## config.mk

```make
export PLATFORM = sky130hd
export DESIGN_NAME = demux_1x4_stream
export DESIGN_NICKNAME = d
export VERILOG_FILES = /design/src/rtl/demux_1x4_stream.sv
export SDC_FILE = /design/constraint.sdc
export NUM_CORES = 1
export LEC_CHECK = 0
export CAP_MARGIN = 20
export CORE_ASPECT_RATIO = 1.75
export CORE_MARGIN = 2
export CORE_UTILIZATION = 30
export DETAILED_ROUTE_END_ITERATION = 8
export PLACE_DENSITY = 0.51
export SYNTH_ARGS = -nofsm -noshare
export SYNTH_HDL_FRONTEND = slang
export SYNTH_SLANG_ARGS = --single-unit
```

## constraint.sdc

```tcl
create_clock -name clk_i -period 3 [get_ports clk_i]
set_clock_uncertainty 0.1 [all_clocks]
set_input_delay 0.9 -clock clk_i [delete_from_list [all_inputs] [get_ports clk_i]]
set_output_delay 0.9 -clock clk_i [all_outputs]
set_load 0.01 [all_outputs]
```

## src/rtl/demux_1x4_stream.sv

```systemverilog
// Four-way stream demultiplexer: one input word per cycle is routed by select
// into one of four 2-entry lane FIFOs, each with its own valid/ready output.
module demux_1x4_stream #(
   parameter int WIDTH = 64
) (
   input  logic               clk_i,
   input  logic               reset_i,
   input  logic [WIDTH-1:0]   in_data_i,
   input  logic [1:0]         in_sel_i,
   input  logic               in_valid_i,
   output logic               in_ready_o,
   output logic [4*WIDTH-1:0] out_data_o,
   output logic [3:0]         out_valid_o,
   input  logic [3:0]         out_ready_i
);

   logic [3:0] lane_full;
   logic       accept;

   // Ready looks only at the selected lane's registered occupancy, so a pop in
   // the same cycle never opens a full lane.
   assign in_ready_o = ~lane_full[in_sel_i];
   assign accept     = in_valid_i & in_ready_o;

   for (genvar k = 0; k < 4; k++) begin : g_lane
      logic [WIDTH-1:0] head_r;
      logic [WIDTH-1:0] tail_r;
      logic [1:0]       cnt_r;
      logic             push;
      logic             pop;

      assign push = accept & (in_sel_i == 2'(k));
      assign pop  = (cnt_r != 2'd0) & out_ready_i[k];

      always_ff @(posedge clk_i) begin
         if (reset_i) begin
            cnt_r  <= 2'd0;
            head_r <= '0;
            tail_r <= '0;
         end else begin
            case (cnt_r)
               2'd0: begin
                  if (push) begin
                     head_r <= in_data_i;
                     cnt_r  <= 2'd1;
                  end
               end
               2'd1: begin
                  // Push with pop replaces the head in place; head is left
                  // untouched on a plain pop so the output holds its value.
                  if (push && pop) begin
                     head_r <= in_data_i;
                  end else if (push) begin
                     tail_r <= in_data_i;
                     cnt_r  <= 2'd2;
                  end else if (pop) begin
                     cnt_r  <= 2'd0;
                  end
               end
               2'd2: begin
                  if (pop) begin
                     head_r <= tail_r;
                     cnt_r  <= 2'd1;
                  end
               end
               default: cnt_r <= 2'd0;
            endcase
         end
      end

      assign lane_full[k]                  = (cnt_r == 2'd2);
      assign out_valid_o[k]                = (cnt_r != 2'd0);
      assign out_data_o[k*WIDTH +: WIDTH]  = head_r;
   end

endmodule

```

Word level (Yosys, flattened, before mapping)
Index checks and enable logic that the tools add are counted.
Widths: inputs -> output; s select.
{"block": "word_totals", "word_cells": 129, "reg_bits": 520, "out_inout_bits": 261}
{"block": "op_classes", "n_reduce_logical": 29, "order_cmp": 1, "muxes": 42, "n_eq_ne": 31, "bitwise": 14}
{"operator": "$mux 64", "count": 12}
{"operator": "$pmux 64 s3", "count": 4}
{"operator": "$mux 2", "count": 20}
{"operator": "$reduce_and 4->1", "count": 8}
{"operator": "$ne 2x2->1 const B", "count": 12}
{"operator": "$pmux 2 s3", "count": 4}
{"operator": "$eq 2x2->1 const B", "count": 6}
{"operator": "$ne 3x3->1 const B", "count": 4}
{"operator": "$reduce_and 3->1", "count": 4}
{"operator": "$reduce_bool 3->1", "count": 4}
{"operator": "$eq 2x1->1 const B", "count": 5}
{"operator": "$logic_not 2->1", "count": 5}
{"operator": "$and 1x1->1", "count": 9}
{"operator": "$ne 2x1->1 const B", "count": 4}
{"operator": "$reduce_bool 2->1", "count": 4}
{"operator": "$not 1->1", "count": 5}
{"operator": "$logic_and 1x1->1", "count": 4}
{"operator": "$lt 2x3->1 const B", "count": 1}
{"operator": "$bmux 1 s2", "count": 1}
{"operator": "$mux 1", "count": 1}

Longest topological paths before layout
Gate-level depths: netlist of run 1.
{"block": "depth", "depth_word": 9, "ltp_mapped": 7}

Least setup slack after synthesis of run 1
OpenSTA, ideal clock, no wires.
{"block": "synth_path", "path_type": "input to output", "start": "input in_sel_i[1]", "end": "output in_ready_o", "setup_slack_ps": 397, "arrival_time_ps": 1603, "n_path_buf": 1, "stages": 2, "path_cell_list": "buf_2 mux4_2"}
{"block": "synth_via", "elab_chain_len": 3}
{"element": "start, declared", "line_no": "9", "source": "input logic [1:0] in_sel_i,"}
{"element": "$bmux 1 s2", "line_no": "22", "source": "assign in_ready_o = ~lane_full[in_sel_i];"}
{"element": "$mux 1 (not written as such)", "line_no": "22"}
{"element": "$not 1->1", "line_no": "22"}
{"element": "end, declared", "line_no": "11", "source": "output logic in_ready_o,"}
Every way passes these cells. The select of a mux whose other input is x is not followed.

Worst setup path in the final report of run 1
{"block": "layout_path", "start": "register g_lane[2].cnt_r[1]", "end": "output out_valid_o[2]"}
{"block": "layout_via", "elab_chain_len": 1}
{"element": "start, declared", "line_no": "28", "source": "logic [1:0] cnt_r;"}
{"element": "start signal, assigned", "line_no": "37", "source": "cnt_r <= 2'd0;"}
{"element": "start signal, assigned", "line_no": "45", "source": "cnt_r <= 2'd1;"}
{"element": "start signal, assigned", "line_no": "55", "source": "cnt_r <= 2'd2;"}
{"element": "$reduce_bool 2->1", "line_no": "72", "source": "assign out_valid_o[k] = (cnt_r != 2'd0);"}
{"element": "end, declared", "line_no": "13", "source": "output logic [3:0] out_valid_o,"}
Every way passes these cells.

==> results of run 1 <==
[flip-flops by register name, summed over array words and instances, names as in the netlist]
| signal | cells |
|---|---|
| g_lane.head_r | 256 |
| g_lane.tail_r | 256 |
| g_lane.cnt_r | 8 |
[through the flow]
stage | hold WS, ps | power (uW) | setup slack (ps)
CTS | 373 | 16100 | 25.9
global route | 389 | 16500 | 18.8
detailed placement | 365 | 9420 | -638
floorplan | 354 | 8380 | 397
global placement | 360 | 9400 | -652
finish | 372 | 15900 | 70.9
[cells in the mapped netlist, drive strengths merged, types with 63 or more instances]
library cell | count | share of area
mux2i | 130 | 0.057
nand3 | 260 | 0.057
buf | 78 | 0.017
nor3 | 64 | 0.014
a311oi | 128 | 0.049
inv | 67 | 0.011
a21oi | 386 | 0.085
dfxtp | 520 | 0.46
o21bai | 64 | 0.021
o21ai | 257 | 0.056
o221a | 63 | 0.031
clkbuf | 309 | 0.051
a211oi | 195 | 0.075
[cell families (layout without fill, tap and decap cells)]
| kind of cell | Yosys count | in the layout | share of synthesized area |
|---|---|---|---|
| AOI/OAI and AO/OA | 1102 | 1102 | 0.321 |
| buffers and inverters | 455 | 606 | 0.0788 |
| DFF | 520 | 520 | 0.457 |
| muxes | 131 | 131 | 0.0581 |
| and+or+nand+nor | 371 | 371 | 0.0856 |
[tightest hold or removal path, stage by stage (launching register included)]
cell and delay [ps]:
dfxtp_1 300, o21ai_0 60, a21oi_1 60
[how the worst min path moves through the flow]
stage	from	end	slack, ps	cells after the start
3_5_place_dp	g_lane[1].tail_r[55]$_SDFFE_PP0P_	g_lane[1].tail_r[55]$_SDFFE_PP0P_	370	2
5_1_grt	g_lane[3].tail_r[56]$_SDFFE_PP0P_	g_lane[3].tail_r[56]$_SDFFE_PP0P_	390	2
4_1_cts	g_lane[1].tail_r[55]$_SDFFE_PP0P_	g_lane[1].tail_r[55]$_SDFFE_PP0P_	370	2
2_1_floorplan	g_lane[1].tail_r[0]$_SDFFE_PP0P_	g_lane[1].tail_r[0]$_SDFFE_PP0P_	350	2
6_report	g_lane[1].tail_r[55]$_SDFFE_PP0P_	g_lane[1].tail_r[55]$_SDFFE_PP0P_	370	2
3_3_place_gp	g_lane[3].tail_r[31]$_SDFFE_PP0P_	g_lane[3].tail_r[31]$_SDFFE_PP0P_	360	2
[layout make-up]
| class | count | share of cell area |
|---|---|---|
| Multi-Input combinational cell | 1604 | 0.368 |
| Inverter | 68 | 0.00880 |
| Clock buffer | 80 | 0.0538 |
| Sequential cell | 520 | 0.357 |
| Clock inverter | 12 | 0.00433 |
| Timing Repair Buffer | 446 | 0.164 |
| Tap cell | 1012 | 0.0434 |
[power by group]
part	internal (uW)	switching (uW)	leakage, uW
Combinational	881	1080	0.00384
Sequential	7130	167	0.00423
Clock	3760	2860	0.000832
Total	11800	4120	0.00890
[per-layer routing]
metal	up-vias	wire length [um]
met5	-	9
met4	2	3130
met3	144	4980
met2	748	43100
met1	10400	36800
li1	9821	-
==> flow_summary_export.csv, run 1 <==
group,metric,value,unit
die,die_w,212,um
worst_setup_path,cp_slowest_stage_delay,500,ps
global_route,grt_use_met2,0.381,
timing,relSlewSlack,0.383,
finish,mostFrequentLayoutCell,"dfxtp_1",
worst_setup_path,critPathKind,"flop to output pin",
worst_setup_path,cp-startpoint,"g_lane[2].cnt_r[1]$_SDFFE_PP0P_",
worst_setup_path,worst-r2r-cell-count,5,
route,drc,0,
die,dieArea,78300,sq um
finish,stdcell_area,29200,sq um
place,io_buffers,333,
die,start_util,0.303,
timing,grt_setup_unrepaired,"no",
die,die_height,369,um
worst_setup_path,start_kind,"flop",
worst_setup_path,cp_max_fo,9,
die,core-area,75200,sq um
finish,drive_gt1_frac,0.126,
finish,multi_input_area,10700,sq um
finish,fillerInstances,7578,
pwr,p_leak,0.00890,uW
worst_setup_path,worst-path-stages,3,
timing,fin_crit,2930,ps
global_route,antenna_found_initial,2,
finish,final_cells,3742,
clocking,cts_hold_buffers,0,
finish,antenna_cells,0,
global_route,grt.met1_usage,0.273,
global_route,overflow,0,
route,totalWireLength,88000,um
logic_synthesis,syn_avg_cell_area,8.84,sq um
worst_setup_path,crit_path_top_delay_cell,"clkdlybuf4s50_1",
place,gp_congestion,0.787,
flow_run,drv_cap,0,
worst_setup_path,crit_family,"buffers and inverters",
place,placed_cells,3650,
worst_setup_path,reg2reg_from,"g_lane[1].cnt_r[1]$_SDFFE_PP0P_",
route,wl_per_cell,23.5,um
timing,worst_slew_pin_slew,925,ps
global_route,grt_max_degree,130,
worst_setup_path,end_kind,"output pin",
clocking,cts_buffers,52,
worst_setup_path,cp.arrival,1930,ps
finish,post-route-util,0.388,
timing,finalCritPeriodShare,0.976,
logic_synthesis,yosysWarningCount,0,
logic_synthesis,syn_inst,2579,
logic_synthesis,synthesis.area,22800,sq um
pwr,power_density,545,nW/um^2
logic_synthesis,synth_cell_types,41,
timing,max_freq,341,MHz
logic_synthesis,yosysSeqAreaShare,0.457,
finish,layout_common_cells,"dfxtp_1, a21oi_1, clkdlybuf4s50_1",
route,first_iter_violations,1747,
outcome,status,"complete, no violations",
clocking,cts_tree,"yes",
logic_synthesis,syn-num-nets,2652,
timing,setup_viol,0,
pwr,vdd_ir_drop_max,371,uV
global_route,use_met3,0.0329,
timing,hold_viol,0,
route,drtAntennaViolNets,0,
worst_setup_path,r2r_slack,980,ps
timing,finalSetupTns,0,ps
place,postPlaceCellArea,27500,sq um
place,dp_hpwl,57000,um
worst_setup_path,required,2000,ps
global_route,grt_pass1_vias,20700,
logic_synthesis,ys.flop_type,"dfxtp_1",
logic_synthesis,synth_seq_cells,520,
die,io_pins,334,
worst_setup_path,path_buf_inv,2,
worst_setup_path,path_cells,"buf_4 -> or2_2 -> clkdlybuf4s50_1",
global_route,globalRouteTotalUtil,0.220,
clocking,cts_root_buf,"clkbuf_16",
worst_setup_path,reg2reg_to,"g_lane[1].head_r[35]$_SDFFE_PP0P_",
finish,area_delta_synth_final,27.9,%
worst_setup_path,cp-endpoint,"out_valid_o[2]",
clocking,clock_latency,610,ps
global_route,grt_pass1_wl,132000,um
route,avgViaCountPerCell,5.65,
global_route,top_usage_layer,"met2",
clocking,htreeDepth,2,
route,firstDrtPassIters,5,
clocking,post_cts_resized,12,
logic_synthesis,synth_edf_count,0,
clocking,path_clk_slew,70,ps
timing,slew_viol_final,0,
logic_synthesis,synth-async-reset-ratio,0,
die,rows,133,
clocking,cts_sinks,520,
clocking,clk_path_buf_depth,3,
route,num_vias,21200,
clocking,cts_setup_buffers,0,
finish,regArea,10400,sq um
finish,fin_nets,2765,
hold_path,min_path_type,"flop to flop",
Note: power is estimated with default switching activity, not from simulation.
==> run 2, diff against run 1 <==
--- a/config.mk
+++ b/config.mk
@@ -7,10 +7,10 @@
 export LEC_CHECK = 0
 export CAP_MARGIN = 20
 export CORE_ASPECT_RATIO = 1.75
-export CORE_MARGIN = 2
-export CORE_UTILIZATION = 30
+export CORE_UTILIZATION = 55
 export DETAILED_ROUTE_END_ITERATION = 8
-export PLACE_DENSITY = 0.51
+export PLACE_DENSITY = 0.83
+export SLEW_MARGIN = 10
 export SYNTH_ARGS = -nofsm -noshare
 export SYNTH_HDL_FRONTEND = slang
 export SYNTH_SLANG_ARGS = --single-unit
==> flow_summary_export.csv, run 2 (synthesis results as in run 1) <==
group,metric,value,unit
worst_setup_path,crit_family,"buffers and inverters",
die,core-area,40800,sq um
place,dp_hpwl,47600,um
finish,largestRegisters,"g_lane.head_r (256), g_lane.tail_r (256), g_lane.cnt_r (8)",
route,avgViaCountPerCell,6.83,
route,drc,0,
global_route,grt_pass1_wl,121000,um
hold_path,worstHoldStart,"g_lane[2].tail_r[11]$_SDFFE_PP0P_",
worst_setup_path,critPathKind,"primary input to output pin",
hold_path,min_path_type,"flop to flop",
die,die_height,271,um
worst_setup_path,path_buf_inv,2,
clocking,cts_hold_buffers,0,
clocking,clock_latency,580,ps
worst_setup_path,cp_slowest_stage_delay,490,ps
die,io_pins,334,
flow_run,drv_cap,0,
timing,worst_hold_slack,375,ps
clocking,cts_root_buf,"clkbuf_16",
die,die_w,156,um
place,placed_cells,3158,
timing,worst_slew_pin_slew,900,ps
finish,post-route-util,0.685,
pwr,p_leak,0.00860,uW
die,dieArea,42300,sq um
worst_setup_path,cp.arrival,1920,ps
timing,slew_viol_final,0,
clocking,path_clk_slew,60,ps
global_route,globalRouteTotalUtil,0.363,
route,wl_per_cell,24.2,um
timing,max_freq,343,MHz
clocking,cts_sinks,520,
global_route,antenna_found_initial,3,
route,first_iter_violations,2255,
worst_setup_path,crit_path_top_delay_cell,"clkdlybuf4s50_1",
clocking,clk_path_buf_depth,3,
route,num_vias,22100,
clocking,htreeDepth,2,
place,io_buffers,333,
worst_setup_path,cp_max_fo,2,
finish,layout_common_cells,"dfxtp_1, a21oi_1, clkdlybuf4s50_1",
finish,drive_gt1_frac,0.113,
clocking,cts_tree,"yes",
clocking,cts_buffers,45,
timing,hold_viol,0,
timing,fin_crit,2920,ps
worst_setup_path,cp-startpoint,"in_sel_i[0]",
die,start_util,0.558,
global_route,overflow,0,
timing,relSlewSlack,0.400,
timing,finalCritPeriodShare,0.973,
worst_setup_path,reg2reg_from,"g_lane[1].cnt_r[1]$_SDFFE_PP0P_",
worst_setup_path,start_kind,"primary input",
finish,fin_nets,2728,
pwr,vdd_ir_drop_max,553,uV
worst_setup_path,worst-r2r-cell-count,4,
worst_setup_path,path_cells,"clkdlybuf4s50_1 -> mux4_2 -> clkdlybuf4s15_1",
die,rows,98,
worst_setup_path,worst-path-stages,3,
global_route,grt_pass1_vias,21800,
outcome,status,"complete, no violations",
finish,mostFrequentLayoutCell,"dfxtp_1",
finish,final_cells,3240,
worst_setup_path,required,2000,ps
timing,setup_viol,0,
place,gp_congestion,0.848,
finish,fillerInstances,3098,
timing,grt_setup_unrepaired,"no",
route,drtAntennaViolNets,0,
finish,area_delta_synth_final,22.8,%
hold_path,whs_path_depth,2,
route,totalWireLength,78500,um
global_route,grt_max_degree,122,
pwr,power_density,547,nW/um^2
route,firstDrtPassIters,5,
worst_setup_path,end_kind,"output pin",
[run 2: cell types whose count changed in the layout (fill, tap and decap cells not counted), sizes merged]
| cell | before | now |
|---|---|---|
| bufinv | 2 | 5 |
| inv | 67 | 69 |
| clkinvlp | 2 | 0 |
| clkinv | 9 | 7 |
| buf | 116 | 85 |
| clkdlybuf4s50 | 328 | 329 |
| clkbuf | 80 | 66 |
| diode | 0 | 3 |
[run 2: area by class of cell]
class / count / area (sq um) / area share
antenna: 3 / 7.51 / 0.000268
clock buffer: 66 / 1330 / 0.0475
clock inverter: 13 / 198 / 0.00707
inverter: 68 / 255 / 0.00912
multi-input combinational: 1604 / 10700 / 0.383
sequential: 520 / 10400 / 0.372
tap: 550 / 688 / 0.0246
timing repair buffer: 416 / 4380 / 0.157
[run 2: what timing repair did]
action	in CTS	in global routing
gates cloned	0	0
setup endpoints to repair	2	1
buffers inserted	0	0
gates resized for setup	6	5
[run 2: per-layer routing]
| layer | track usage | up-vias | share of wire |
|---|---|---|---|
| li1 | - | 9723 | - |
| met1 | 0.404 | 10600 | 0.34 |
| met2 | 0.602 | 1409 | 0.48 |
| met3 | 0.0672 | 407 | 0.091 |
| met4 | 0.296 | 0 | 0.086 |
| met5 | 0 | - | 0 |
[run 2: path summary, 6_finish.rpt]
check	to	slack, ps
setup / recovery	in_ready_o	80
hold reg to reg	g_lane[2].tail_r[11]$_SDFFE_PP0P_	370
setup reg to reg	g_lane[1].head_r[37]$_SDFFE_PP0P_	510
hold / removal	g_lane[2].tail_r[11]$_SDFFE_PP0P_	370
[run 2: per-stage QoR]
| step | setup slack (ps) | total power, uW | instance area (sq um) | setup TNS, ps |
|---|---|---|---|---|
| after global placement | -413 | 9250 | 26400 | -4090 |
| after floorplan | 397 | 8380 | 22800 | 0 |
| after detailed placement | -399 | 9300 | 26400 | -6050 |
| after global routing | 37.4 | 15700 | 28000 | 0 |
| after CTS | 15.1 | 15300 | 28000 | 0 |
| final | 82.4 | 15300 | 28000 | 0 |
[run 2: report_power, final]
part	leakage, uW	internal (uW)	switching, uW
clock	0.000752	3500	2610
combinational	0.00362	843	1050
sequential	0.00423	7130	183
total	0.00860	11500	3840
[run 2: worst register-to-register path, delay by kind of cell (launching register included)]
family,cells,cell delay [ps]
DFF,1,370
buffers and inverters,2,740
AOI/OAI and AO/OA,2,1090
==> run 3, diff against run 2 <==
--- a/config.mk
+++ b/config.mk
@@ -10,7 +10,7 @@
 export CORE_UTILIZATION = 55
 export DETAILED_ROUTE_END_ITERATION = 8
 export PLACE_DENSITY = 0.83
-export SLEW_MARGIN = 10
+export SLEW_MARGIN = 20
 export SYNTH_ARGS = -nofsm -noshare
 export SYNTH_HDL_FRONTEND = slang
 export SYNTH_SLANG_ARGS = --single-unit
==> results of run 3 <==
No change in the layout: final DEF, timing and power equal those of run 2.
